### src/rtl/pipe_stage_chain.sv
// rtl/pipe_stage_chain.sv - configurable pipeline register chain with stall, flush and bubble insertion
module pipe_stage_chain #(
    parameter int WIDTH  = 32,  // payload bits per stage
    parameter int STAGES = 4,   // register stages, 1..8
    parameter int CNT_W  = 16   // retire counter width
) (
    input  logic                     clk,          // single rising-edge clock
    input  logic                     reset,        // synchronous, active-high
    input  logic                     in_valid,     // in_data carries a real item
    input  logic [WIDTH-1:0]         in_data,      // payload entering stage 0
    output logic                     in_ready,     // stage 0 accepts this cycle
    input  logic [STAGES-1:0]        stall,        // per-stage hold request
    input  logic [STAGES-1:0]        flush,        // per-stage kill
    output logic [STAGES-1:0]        stage_valid,  // valid bit of every stage
    output logic [STAGES*WIDTH-1:0]  stage_data,   // stage i at [i*WIDTH +: WIDTH]
    output logic                     out_valid,    // last stage valid
    output logic [WIDTH-1:0]         out_data,     // last stage payload
    output logic [CNT_W-1:0]         retire_count  // items that left the last stage
);

    logic [STAGES-1:0] hold;
    logic [STAGES-1:0] up_valid;
    logic [STAGES-1:0] up_hold;
    logic [WIDTH-1:0]  up_data [STAGES];

    logic [STAGES-1:0] valid_q;
    logic [WIDTH-1:0]  data_q [STAGES];
    logic [CNT_W-1:0]  count_q;
    logic              retire;

    // A stall freezes its own stage and everything upstream of it.
    always_comb begin
        hold = stall;
        for (int i = STAGES - 2; i >= 0; i--) begin
            hold[i] = stall[i] | hold[i+1];
        end
    end

    // What each stage would load, and whether its source is frozen.
    // The input payload is zeroed when not valid so invalid stages never
    // carry stale data.
    always_comb begin
        up_valid = '0;
        up_hold  = '0;
        for (int i = 0; i < STAGES; i++) begin
            up_data[i] = '0;
        end
        up_valid[0] = in_valid;
        up_data[0]  = in_valid ? in_data : '0;
        for (int i = 1; i < STAGES; i++) begin
            up_valid[i] = valid_q[i-1];
            up_data[i]  = data_q[i-1];
            up_hold[i]  = hold[i-1];
        end
    end

    // Retire is judged on the pre-edge contents, so a flush of the last
    // stage on the same edge still counts the leaving item.
    assign retire = valid_q[STAGES-1] & ~hold[STAGES-1];

    always_ff @(posedge clk) begin
        if (reset) begin
            for (int i = 0; i < STAGES; i++) begin
                valid_q[i] <= 1'b0;
                data_q[i]  <= '0;
            end
            count_q <= '0;
        end else begin
            for (int i = 0; i < STAGES; i++) begin
                if (flush[i]) begin
                    valid_q[i] <= 1'b0;
                    data_q[i]  <= '0;
                end else if (!hold[i]) begin
                    if (up_hold[i]) begin
                        // Source is frozen: insert a bubble instead of
                        // duplicating the held item.
                        valid_q[i] <= 1'b0;
                        data_q[i]  <= '0;
                    end else begin
                        valid_q[i] <= up_valid[i];
                        data_q[i]  <= up_data[i];
                    end
                end
            end
            if (retire) begin
                count_q <= count_q + CNT_W'(1);
            end
        end
    end

    genvar g;
    generate
        for (g = 0; g < STAGES; g++) begin : g_pack
            assign stage_data[g*WIDTH +: WIDTH] = data_q[g];
        end
    endgenerate

    assign stage_valid  = valid_q;
    assign out_valid    = valid_q[STAGES-1];
    assign out_data     = data_q[STAGES-1];
    assign retire_count = count_q;
    assign in_ready     = ~hold[0];

endmodule

### config.mk
export PLATFORM = sky130hd
export DESIGN_NAME = pipe_stage_chain
export DESIGN_NICKNAME = d
export VERILOG_FILES = /design/src/rtl/pipe_stage_chain.sv
export SDC_FILE = /design/constraint.sdc
export NUM_CORES = 1
export LEC_CHECK = 0
export BUFFER_PORTS_ARGS = -buffer_cell sky130_fd_sc_hd__buf_2
export CAP_MARGIN = 30
export CELL_PAD_IN_SITES_DETAIL_PLACEMENT = 0
export CELL_PAD_IN_SITES_GLOBAL_PLACEMENT = 1
export CORE_MARGIN = 8
export CORE_UTILIZATION = 43
export CTS_BUF_LIST = sky130_fd_sc_hd__clkbuf_8
export DETAILED_ROUTE_END_ITERATION = 16
export PLACE_DENSITY_LB_ADDON = 0.1
export SYNTH_ARGS = -nofsm -noshare
export SYNTH_HDL_FRONTEND = slang
export SYNTH_SLANG_ARGS = --single-unit
### constraint.sdc
create_clock -name clk -period 9.7 [get_ports clk]
set_input_delay 1.94 -clock clk [delete_from_list [all_inputs] [get_ports clk]]
set_output_delay 1.94 -clock clk [all_outputs]
set_load 0.005 [all_outputs]
# --- Word-level counts from Yosys, hierarchy flattened ---
# Memories as Yosys holds them, arrays and structs flattened.
# Cells that the tools add are included.
classes:
  add_sub_neg: 1
  muxes: 62
  n_bitwise: 17
  n_reduce_logical: 4
op_table:
  columns: ["operator", "n"]
  rows:
  - ["$mux W32", 12]
  - ["$mux W1", 50]
  - ["$add A16 B1 Y16 const B", 1]
  - ["$or A1 B1 Y1", 14]
  - ["$reduce_or A2 Y1", 4]
  - ["$not A1 Y1", 2]
  - ["$and A1 B1 Y1", 1]
totals:
  register_bits: 20
  ramBits: 128
  mem_count: 1
mem_list:
  columns: ["name", "words", "width", "rd", "rd_ports_with_merged_regs", "write_ports", "line_no", "source"]
  rows:
  - ["data_q", 4, 32, 4, 0, 4, "27", "logic [WIDTH-1:0] data_q [STAGES];"]

# --- Logic depth before layout (Yosys ltp) ---
depth:
  word_depth: 10
  depth_mapped: 7
  mapped_depth_nobuf: 5

# --- Worst setup path before layout ---
# No wires, ideal clock.
synth_path:
  path_kind: "input port to flip-flop"
  from: "input stall[3]"
  to: "memory data_q[0][0] (enable)"
  setup_time_ns: 0.468
  arrival_ns: 4.932
  required_time_ns: 9.232
  setup_slack_ns: 4.300
  stages: 4
  path_cell_list: "buf_6 > or3_1 > buf_4 > o21ai_0"
synth_lines:
  columns: ["item", "line_no", "source"]
  rows:
  - ["start: declaration", "12", "input logic [STAGES-1:0] stall,"]
  - ["end: declaration", "27", null]

# --- Worst setup path after layout ---
layout_path:
  from: "input stall[3]"
  to: "output in_ready"
layout_via:
  elab_chain_len: 4
layout_lines:
  columns: ["item", "line_no", "source"]
  rows:
  - ["$or A1 B1 Y1 (3 in a row)", "35", "hold[i] = stall[i] | hold[i+1];"]
  - ["$not A1 Y1", "102", "assign in_ready = ~hold[0];"]
  - ["end: declaration", "11", "output logic in_ready,"]
# Every way passes these cells.

==> impl_metrics.csv <==
group,metric,value,unit
status,outcome,"complete, no violations",
critical_path,r2r_slack,8.04,ns
sta,setup_slack,4.783,ns
logic_synthesis,synth-main-ff-cell,"edfxtp_1",
worst_hold_path,hp-class,"reg -> reg",
final_layout,fin_nets,655,
grt,grt_max_degree,34,
critical_path,cp_max_fo,10,
clock_network,root_buffer,"clkbuf_8",
floorplan,pin_count,225,
clock_network,cts_hold_buf,0,
power,power_density,170.7,mW/mm^2
final_layout,area_growth,25.42,%
detailed_routing,wl,13.10,mm
detailed_routing,first_iter_violations,124,
logic_synthesis,ys_seq_area_frac,0.7137,
detailed_routing,wire_per_inst,16.29,um
clock_network,cts_sinks,148,
critical_path,r2r-end,"retire_count[14]",
clock_network,htree_levels,4,
critical_path,r2r-start,"retire_count[6]",
power,power_leakage,3.474,nW
floorplan,coreArea,0.01372,mm^2
final_layout,diodes,0,
logic_synthesis,ys_ff_latch,148,
critical_path,cp_common_cell,"buf_2",
sta,finalHoldViolCount,0,
critical_path,critPathArrivalTime,2.98,ns
placed_design,gp_congestion,0.7459,
detailed_routing,drc,0,
sta,layout_worst_path_cycle_share,0.5070,
worst_hold_path,min_path_cells,2,
logic_synthesis,synthesis.nets,457,
placed_design,place.port_buffers,224,
critical_path,crit_chain,"buf_2 > or3_1 > nor2_4 > buf_2",
clock_network,clk_pin_slew_worst_paths,0.08,ns
logic_synthesis,yosys.area_share.simple,0.1902,
worst_hold_path,worstHoldEndpoint,"stage_valid[0]",
detailed_routing,vias,3656,
grt,grt_antenna_before_repair,0,
critical_path,end_kind,"primary output",
clock_network,cts_setup_buffers,0,
clock_network,cts_buffers,17,
sta,maxSlewHeadroom,0.3476,
clock_network,cts_tree,"done",
detailed_routing,antenna_left,0,
sta,finClkSkew,0.009267,ns
final_layout,drive_above_1_share,0.4343,
sta,rsz0062_at_grt,"no",
grt,grt_pass1_wl,19.99,mm
logic_synthesis,synth_area,0.005947,mm^2
critical_path,reg2reg_depth,4,
power,ir_drop,0.00008742,V
floorplan,initial_core_util,0.4335,
grt,grt_overflow,0,
critical_path,critical_path_required,7.76,ns
grt,grt_pass1_vias,3697,
placed_design,pre_cts_ws,4.781,ns
logic_synthesis,synth-async-reset-ratio,0,
detailed_routing,first_pass_iters,4,
floorplan,die_w,133.6,um
logic_synthesis,ys_types,40,
final_layout,mostFrequentLayoutCell,"buf_2",
logic_synthesis,synth.area.mux_share,0.003577,
logic_synthesis,synth_xor_area_frac,0.01620,
sta,layout_min_cycle_time,4.917,ns
floorplan,rows,43,
sta,finalMaxSlewViolations,0,
logic_synthesis,synthCells,413,
logic_synthesis,ys_warn_count,0,
floorplan,dieArea,0.01785,mm^2
grt,grt_usage,0.1478,
critical_path,worst-setup-path-type,"in -> out",
sta,setup_viol,0,
flow_run,drv_cap,0,
final_layout,final_cell_mix,"buf_2 (224), and2_1 (128), edfxtp_1 (128), nor2_1 (20), dfxtp_1 (20)",
critical_path,slowest_delay,0.59,ns
clock_network,postCtsResizedCells,0,
final_layout,fillCellCount,1218,
logic_synthesis,synth-compound-area-share,0.01452,
critical_path,slowest_stage,"or3_1",
sta,clock.fmax,203.4,MHz
logic_synthesis,synth_edf_count,128,
clock_network,clock_path_buffers,2,
logic_synthesis,avgSynthCellArea,14.40,um^2
placed_design,hpwl,9.948,mm
logic_synthesis,synthAdderAreaFrac,0.002104,
clock_network,clk_latency,0.44,ns
sta,worstMarginPinSlew,0.9754,ns
logic_synthesis,synth_top_family_by_area,"simple AND/OR/NAND/NOR gates",
detailed_routing,viasPerCell,4.547,
floorplan,die_y,133.6,um
worst_hold_path,hold_path_startpoint,"stage_valid[0]",
sta,setup_tns,0,ns
critical_path,crit_path_start_kind,"input port",
[cell usage after synthesis (2+ instances only)]
cell | instances | share of area
and2_1 | 128 | 0.13
edfxtp_1 | 128 | 0.65
buf_4 | 35 | 0.044
dfxtp_1 | 20 | 0.067
nor2_1 | 20 | 0.013
clkbuf_1 | 10 | 0.0063
xnor2_1 | 9 | 0.013
nor3_1 | 7 | 0.0059
nand2_1 | 6 | 0.0038
inv_1 | 4 | 0.0025
nor4_1 | 4 | 0.0042
o21ai_0 | 4 | 0.0034
a21oi_1 | 3 | 0.0025
clkbuf_2 | 3 | 0.0025
nand3_1 | 3 | 0.0025
or3_1 | 3 | 0.0032
nor2b_1 | 2 | 0.0021
xor2_1 | 2 | 0.0029
[how the worst max path moves through the flow]
stage	startpoint	endpoint	slack [ns]
2_1_floorplan	stall[3]	data_q[0][0]	4.30
3_3_place_gp	stall[3]	in_ready	4.81
3_5_place_dp	stall[3]	in_ready	4.78
4_1_cts	stall[3]	in_ready	4.78
5_1_grt	stall[3]	in_ready	4.71
6_report	stall[3]	in_ready	4.78
[per-layer routing]
layer / routed length, um / vias to the layer above / GRT usage
met1: 4804 / 1709 / 0.1452
met4: 232 / 0 / 0.06301
li1: - / 1790 / -
met5: 0 / - / 0
met2: 6855 / 140 / 0.2645
met3: 1207 / 17 / 0.06476
[cells by family after synthesis]
logic type,after synthesis
buf+inv,54
flops,148
compound gates,13
simple gates,184
mux,2
xor+xnor,11
fa+ha+maj,1
[stage by stage]
| stage | power (mW) | area, um^2 | hold WS, ns | instances | util |
|---|---|---|---|---|---|
| floorplan | 0.7675 | 5947 | 0.4761 | 413 | - |
| global placement | 0.8085 | 7007 | 0.4848 | 770 | 0.5107 |
| detailed placement | 0.8125 | 7062 | 0.4971 | 772 | 0.5147 |
| CTS | 1.291 | 7458 | 0.5167 | 804 | 0.5436 |
| global route | 1.328 | 7458 | 0.5467 | 804 | 0.5436 |
| finish | 1.273 | 7458 | 0.5131 | 804 | 0.5436 |
[where the power goes]
group          switching (mW)  internal (mW)
Clock                   0.227          0.252
Combinational          0.0381         0.0312
Sequential             0.0111          0.714
Total                   0.276          0.997
[registers in the layout, indices dropped and copies added (netlist names)]
signal,flops
data_q,128
retire_count,16
stage_valid,4
[critical path, delay by kind of cell]
family | cells | cell delay, ns
AND/OR/NAND/NOR | 2 | 0.74
buffers and inverters | 2 | 0.29
[area by class of cell]
cell class,count,area [um^2],share of cell area
flip-flops and latches,148,4244,0.5690
inverters,4,15.01,0.002013
clock buffers,17,234.0,0.03137
multi-input cells,211,1379,0.1849
clock inverters,15,162.7,0.02181
repair buffers,229,1199,0.1607
well taps,180,225.2,0.03020
Power figures use the tool's default switching activity.
